[src/rtl/mem_arb_pkg.sv]
// Shared types and default sizes for the memory port arbiter.
// Owner encoding tracks who held the memory port last cycle.
package mem_arb_pkg;

  typedef enum logic [1:0] {
    OWN_IDLE = 2'd0,
    OWN_CPU  = 2'd1,
    OWN_DMA  = 2'd2
  } owner_e;

  localparam int DEF_ADDR_W       = 16;
  localparam int DEF_DATA_W       = 16;
  localparam int DEF_STARVE_LIMIT = 4;
  localparam int DEF_BURST_MAX    = 8;

endpackage

[src/rtl/arb_sat_counter.sv]
// Saturating counter with clear, load-one and increment controls.
// Clear wins over load-one, which wins over increment.
module arb_sat_counter #(
  parameter int LIMIT = 4,
  parameter int CW    = $clog2(LIMIT + 1)
) (
  input  logic          i_clk,
  input  logic          i_rst_n,
  input  logic          i_clr,
  input  logic          i_ld1,
  input  logic          i_inc,
  output logic [CW-1:0] o_cnt
);

  logic [CW-1:0] r_cnt;
  logic          w_sat;

  assign w_sat = (r_cnt == CW'(LIMIT));
  assign o_cnt = r_cnt;

  always_ff @(posedge i_clk) begin
    if (!i_rst_n) begin
      r_cnt <= '0;
    end else if (i_clr) begin
      r_cnt <= '0;
    end else if (i_ld1) begin
      r_cnt <= CW'(1);
    end else if (i_inc && !w_sat) begin
      r_cnt <= r_cnt + CW'(1);
    end
  end

endmodule

[src/rtl/mem_port_arbiter.sv]
// CPU/DMA arbiter for a single-ported synchronous-read memory.
// CPU has priority; starvation guard and locked DMA bursts override it.
module mem_port_arbiter
  import mem_arb_pkg::*;
#(
  parameter int ADDR_W       = DEF_ADDR_W,
  parameter int DATA_W       = DEF_DATA_W,
  parameter int STARVE_LIMIT = DEF_STARVE_LIMIT,
  parameter int BURST_MAX    = DEF_BURST_MAX
) (
  input  logic              clk,
  input  logic              reset,
  input  logic              cpu_req,
  input  logic              cpu_we,
  input  logic [ADDR_W-1:0] cpu_addr,
  input  logic [DATA_W-1:0] cpu_wdata,
  output logic              cpu_gnt,
  output logic              cpu_rvalid,
  input  logic              dma_req,
  input  logic              dma_we,
  input  logic              dma_lock,
  input  logic [ADDR_W-1:0] dma_addr,
  input  logic [DATA_W-1:0] dma_wdata,
  output logic              dma_gnt,
  output logic              dma_rvalid,
  output logic [ADDR_W-1:0] mem_addr,
  output logic              mem_we,
  output logic [DATA_W-1:0] mem_wdata,
  input  logic [DATA_W-1:0] mem_rdata,
  output logic [DATA_W-1:0] rdata
);

  localparam int SW = $clog2(STARVE_LIMIT + 1);
  localparam int BW = $clog2(BURST_MAX + 1);

  owner_e        r_owner;
  owner_e        w_owner_nxt;
  logic          r_lock;
  logic          r_cpu_rv;
  logic          r_dma_rv;
  logic [SW-1:0] w_starve;
  logic [BW-1:0] w_burst;
  logic          w_cpu_gnt;
  logic          w_dma_gnt;
  logic          w_hold;
  logic          w_starved;

  always_comb begin
    w_cpu_gnt   = 1'b0;
    w_dma_gnt   = 1'b0;
    w_hold      = (r_owner == OWN_DMA) && r_lock && dma_req
                  && (w_burst < BW'(BURST_MAX));
    w_starved   = dma_req && (w_starve == SW'(STARVE_LIMIT));
    w_owner_nxt = OWN_IDLE;
    if (reset) begin
      if (w_hold || w_starved) begin
        w_dma_gnt = 1'b1;
      end else if (cpu_req) begin
        w_cpu_gnt = 1'b1;
      end else if (dma_req) begin
        w_dma_gnt = 1'b1;
      end
    end
    if (w_cpu_gnt) begin
      w_owner_nxt = OWN_CPU;
    end else if (w_dma_gnt) begin
      w_owner_nxt = OWN_DMA;
    end
  end

  always_ff @(posedge clk) begin
    if (!reset) begin
      r_owner  <= OWN_IDLE;
      r_lock   <= 1'b0;
      r_cpu_rv <= 1'b0;
      r_dma_rv <= 1'b0;
    end else begin
      r_owner  <= w_owner_nxt;
      r_lock   <= dma_lock;
      r_cpu_rv <= w_cpu_gnt && !cpu_we;
      r_dma_rv <= w_dma_gnt && !dma_we;
    end
  end

  arb_sat_counter #(.LIMIT(STARVE_LIMIT), .CW(SW)) u_starve (
    .i_clk   (clk),
    .i_rst_n (reset),
    .i_clr   (w_dma_gnt || !dma_req),
    .i_ld1   (1'b0),
    .i_inc   (w_cpu_gnt && dma_req),
    .o_cnt   (w_starve)
  );

  // A fresh DMA ownership starts the burst count at one.
  arb_sat_counter #(.LIMIT(BURST_MAX), .CW(BW)) u_burst (
    .i_clk   (clk),
    .i_rst_n (reset),
    .i_clr   (!w_dma_gnt),
    .i_ld1   (w_dma_gnt && (r_owner != OWN_DMA)),
    .i_inc   (w_dma_gnt && cpu_req),
    .o_cnt   (w_burst)
  );

  always_comb begin
    mem_addr  = '0;
    mem_wdata = '0;
    mem_we    = 1'b0;
    if (w_cpu_gnt) begin
      mem_addr  = cpu_addr;
      mem_wdata = cpu_wdata;
      mem_we    = cpu_we;
    end else if (w_dma_gnt) begin
      mem_addr  = dma_addr;
      mem_wdata = dma_wdata;
      mem_we    = dma_we;
    end
  end

  assign cpu_gnt    = w_cpu_gnt;
  assign dma_gnt    = w_dma_gnt;
  assign cpu_rvalid = r_cpu_rv;
  assign dma_rvalid = r_dma_rv;
  assign rdata      = mem_rdata;

endmodule

[config.mk]
export PLATFORM = sky130hd
export DESIGN_NAME = mem_port_arbiter
export DESIGN_NICKNAME = d
export VERILOG_FILES = /design/src/rtl/mem_arb_pkg.sv /design/src/rtl/arb_sat_counter.sv /design/src/rtl/mem_port_arbiter.sv
export SDC_FILE = /design/constraint.sdc
export NUM_CORES = 1
export LEC_CHECK = 0
export BUFFER_PORTS_ARGS = -buffer_cell sky130_fd_sc_hd__buf_2
export CELL_PAD_IN_SITES_DETAIL_PLACEMENT = 1
export CELL_PAD_IN_SITES_GLOBAL_PLACEMENT = 1
export CORE_MARGIN = 8
export CORE_UTILIZATION = 22
export DETAILED_ROUTE_END_ITERATION = 7
export GPL_ROUTABILITY_DRIVEN = 0
export GPL_TIMING_DRIVEN = 0
export PLACE_DENSITY_LB_ADDON = 0.1
export SETUP_SLACK_MARGIN = 0.2
export SYNTH_ARGS = -nofsm -noshare
export SYNTH_HDL_FRONTEND = slang
export SYNTH_HIERARCHICAL = 1
export SYNTH_SLANG_ARGS = --single-unit
[constraint.sdc]
create_clock -name clk -period 4.6 [get_ports clk]
set_input_delay 0.46 -clock clk [delete_from_list [all_inputs] [get_ports clk]]
set_output_delay 0.46 -clock clk [all_outputs]
set_load 0.02 [all_outputs]
[After elaboration in Yosys (flattened, before gate mapping)]
Cells that the tools add are included.
Word-level totals
  input bits: 87
  flip-flop bits (word level): 12
  output and inout bits: 53
Operators by class
  equal/unequal tests: 4
  reductions and logical operators: 23
  magnitude comparators: 1
  add/sub/neg operators: 2
  muxes and demuxes: 17
  bitwise gates (word level): 2
Operators with widths (number)
  $mux 16: 4
  $mux 1: 12
  $logic_and 1x1->1: 11
  $logic_not 1->1: 5
  $add 4x1->4 const B: 1
  $eq 4x4->1 const B: 1
  $lt 4x4->1 const B: 1
  $reduce_or 2->1: 2
  $add 3x1->3 const B: 1
  $eq 3x3->1 const B: 1
  $reduce_or 3->1: 1
  $eq 2x2->1 const B: 1
  $logic_or 1x1->1: 2
  $mux 2: 1
  $ne 2x2->1 const B: 1
  $not 1->1: 2
  $reduce_and 2->1: 1
  $reduce_bool 2->1: 1

[Longest topological paths before layout]
  word-level depth: 11
  mapped depth: 7
  mapped depth without buffers: 6

[Hierarchy]
Netlist, hierarchy kept.
By module, submodules not included
  mem_port_arbiter: times used 1, area each 749.5 sq um, cells each 82, seq. area each 100.1 sq um
  arb_sat_counter (u_burst): times used 1, area each 226.5 sq um, cells each 27, seq. area each 80.1 sq um
  arb_sat_counter (u_starve): times used 1, area each 190.2 sq um, cells each 18, seq. area each 60.1 sq um

[Least setup slack after synthesis]
OpenSTA, ideal clock, no wires.
  path kind: reg2out
  start: register u_starve.r_cnt[2] (netlist: u_starve/o_cnt[2])
  end: output port mem_wdata[10]
  required time: 4.140 ns
  buffers on the path: 2
  stages on the path, launching flop included: 6
  data arrival time: 1.490 ns
  path slack: 2.650 ns
  cell sequence: dfxtp_1 or3b_4 a31oi_4 buf_6 buf_6 a22o_1
Between the ends
  word-level cells in the longest chain between the ends: 7
  elaborated cells between the ends (all ways): 9
  classes of those cells: eq/ne (1); mux (6); reduce/logical (2)
Ends and longest elaborated chain
  start, declared: line arb_sat_counter.sv:15  | logic [CW-1:0] r_cnt;
  start signal, assigned: line arb_sat_counter.sv:29  | r_cnt <= r_cnt + CW'(1);
  $eq 3x3->1 *: line mem_port_arbiter.sv:53  | w_starved = dma_req && (w_starve == SW'(STARVE_LIMIT));
  $logic_and 1x1->1 *: line mem_port_arbiter.sv:53
  $logic_or 1x1->1 *: line mem_port_arbiter.sv:56  | if (w_hold || w_starved) begin
  $mux 1: line mem_port_arbiter.sv:56
  $mux 1: line mem_port_arbiter.sv:55  | if (reset) begin
  $mux 16: line mem_port_arbiter.sv:112  | end else if (w_dma_gnt) begin
  $mux 16 *: line mem_port_arbiter.sv:108  | if (w_cpu_gnt) begin
  end, declared: line mem_port_arbiter.sv:28  | output logic [DATA_W-1:0] mem_wdata,
Mark *: on every way between the ends. The rest lies on a longest branch, timed or not.

[Worst setup path after layout]
Ends and elaborated chain as after synthesis.

==> flow_summary.json <==
{
  "gr-total-overflow": 0,
  "vias": 1407,
  "grt_max_degree": 11,
  "netlist_instances": 127,
  "syn_area_per_cell_um2": 9.18,
  "arrival_ns": 1.92,
  "post-route-min-period_ns": 2.38,
  "grt_setup_unrepaired": "no",
  "power_density_nw_per_um2": 192,
  "clk_path_buf_depth": 2,
  "total_power_w": 0.000370,
  "area_growth_pct": 65.7,
  "final_cell_mix": "buf_2, a22o_1, buf_4, inv_1, dfxtp_1",
  "hold_path_end": "cpu_rvalid",
  "grtUsageTotal": 0.132,
  "die_area_um2": 7890,
  "drt-vias-per-instance": 4.32,
  "cts_tree": "built",
  "start_kind": "flop",
  "fin_nets": 348,
  "drt-total-wl_mm": 5.47,
  "n_fill_cell": 685,
  "crit_path_end_kind": "output pin",
  "cts_buffers": 3,
  "drc": 0,
  "grt_first_pass_wirelength_mm": 8.14,
  "finalMaxSlewViolations": 0,
  "start_util": 0.228,
  "layout-drive-gt1-share": 0.617,
  "cts_hold_buf": 0,
  "post_cts_buffers": 0,
  "rows": 26,
  "clock_latency_ns": 0.24,
  "netlist_area_um2": 1170,
  "timing.rr.end": "u_burst/o_cnt[2]",
  "run_status": "completed",
  "synth_seq_cells": 12,
  "antenna_found_initial": 0,
  "coreArea_um2": 5110,
  "period_share": 0.517,
  "cts-resized-gates": 0,
  "maxCapViolations": 0,
  "io_buffers": 123,
  "seq_area_frac_synth": 0.206,
  "ys_types": 37,
  "dp_hpwl_mm": 4.87,
  "setup_viol": 0,
  "setup_tns_ns": 0,
  "hold_class": "in -> reg",
  "die_w_um": 88.8,
  "htree_levels": 1,
  "grt_pass1_vias": 1505,
  "reg2regPathDepth": 7,
  "r2r_start": "u_starve/o_cnt[2]",
  "p_leak_nw": 1.06,
  "ir_drop_mv": 0.0840,
  "clock-root-buffer": "clkbuf_8",
  "rrSetupSlack_ns": 2.57,
  "critPathMaxFanout": 10,
  "wl_per_cell_um": 16.8,
  "diodes": 0,
  "clock-sinks": 12,
  "fmax_ghz": 0.421,
  "drt_iter0_drc": 11,
  "criticalPathCategory": "reg -> out",
  "finalClockSkew_ns": 0.00242,
  "cp.required_ns": 4.14,
  "clk_pin_slew_worst_paths_ns": 0.05,
  "holdPathStages": 2,
  "die_y_um": 88.8,
  "min_from": "cpu_we",
  "hold_violations": 0,
  "ant_nets": 0,
  "final_common_cell": "buf_2",
  "drtPass1Iterations": 3,
  "ioPinCount": 140,
  "yosysWarnings": 6
}
## power by group
| part | total [W] | internal [W] | switching (W) |
|---|---|---|---|
| Sequential | 0.000108 | 0.000107 | 0.00000178 |
| Clock | 0.000112 | 0.0000754 | 0.0000364 |
| Combinational | 0.000150 | 0.0000712 | 0.0000788 |
| Total | 0.000370 | 0.000253 | 0.000117 |
## critical path, stage by stage, from the launching register on
cell     delay, ns
dfxtp_1       0.42
or3b_4        0.43
a31oi_4       0.22
buf_6         0.17
buf_6         0.15
a22o_1        0.12
buf_2         0.16
## logic make-up after synthesis
family                   Yosys count  synth area share
flip-flops                        12             0.206
XOR/XNOR                           2            0.0150
adder cells (fa/ha/maj)            4            0.0429
multiplexers                       1           0.00858
AO/OA/AOI/OAI                     48             0.373
buffers and inverters             37             0.208
other                              1           0.00322
AND/OR/NAND/NOR                   22             0.143
## metal layers
layer,global-route usage,vias to the layer above,share of wire
met5,0,-,0
met4,0.0276,0,0.0037
met3,0.0371,2,0.11
met2,0.241,75,0.48
met1,0.147,619,0.40
li1,-,711,-
## cell usage after synthesis
cell	instances	area [um^2]
a211o_1	1	8.76
a21boi_0	1	7.51
a21boi_4	1	18.8
a21oi_1	3	15.0
a22o_1	33	289
a311oi_2	1	15.0
a31oi_1	1	6.26
a31oi_4	1	21.3
and2_1	2	12.5
and3_2	1	7.51
and3b_1	1	8.76
buf_2	2	10.0
buf_4	17	128
buf_6	5	56.3
conb_1	1	3.75
dfxtp_1	12	240
ha_1	4	50.1
inv_1	13	48.8
mux2i_1	1	10.0
nand2_1	3	11.3
nand2b_1	1	6.26
nand3_1	3	15.0
nand3b_1	1	7.51
nand4_1	1	6.26
nand4bb_1	1	11.3
nand4bb_4	1	27.5
nor2_1	2	7.51
nor2b_1	2	12.5
nor4b_2	1	15.0
o2111a_1	3	33.8
o211a_1	1	10.0
o21ai_0	1	5.00
o21ai_1	1	5.00
or3_1	1	6.26
or3b_4	1	11.3
xnor2_1	1	8.76
xor2_1	1	8.76
## layout make-up
class                      instances  area, um^2  share of cell area
multi-input combinational         80         691               0.358
buffer                            24         194               0.100
tap                               70        87.6              0.0453
inverter                          13        48.8              0.0253
clock buffer                       4        55.1              0.0285
sequential                        12         240               0.124
timing repair buffer             123         616               0.319
## how the worst max path moves through the flow
stage                 startpoint       endpoint  slack [ns]  cells past startpoint
2_1_floorplan  u_starve/o_cnt[2]  mem_wdata[10]        2.65                      5
3_3_place_gp   u_starve/o_cnt[2]  mem_wdata[10]        2.46                      6
3_5_place_dp   u_starve/o_cnt[2]  mem_wdata[10]        2.45                      6
4_1_cts        u_starve/o_cnt[2]  mem_wdata[10]        2.19                      6
5_1_grt        u_starve/o_cnt[2]   mem_wdata[4]        2.11                      6
6_report       u_starve/o_cnt[2]  mem_wdata[10]        2.22                      6
## state kept, by name, indices dropped and copies added, names as in the netlist
name and cells:
cpu_rvalid 1, dma_rvalid 1, u_burst/o_cnt 4, u_starve/o_cnt 3, r_lock 1, r_owner 2
## per-stage QoR
stage                util  instance area (um^2)  worst slack (ns)  hold WS [ns]  cells
global placement    0.367                  1880              2.46         0.498    322
detailed placement  0.367                  1880              2.45         0.496    322
CTS                 0.378                  1930              2.19         0.391    326
finish              0.378                  1930              2.22         0.394    326
global route        0.378                  1930              2.11         0.388    326
floorplan               -                  1170              2.65         0.465    129
No activity file was read; power rests on OpenSTA's default activity.
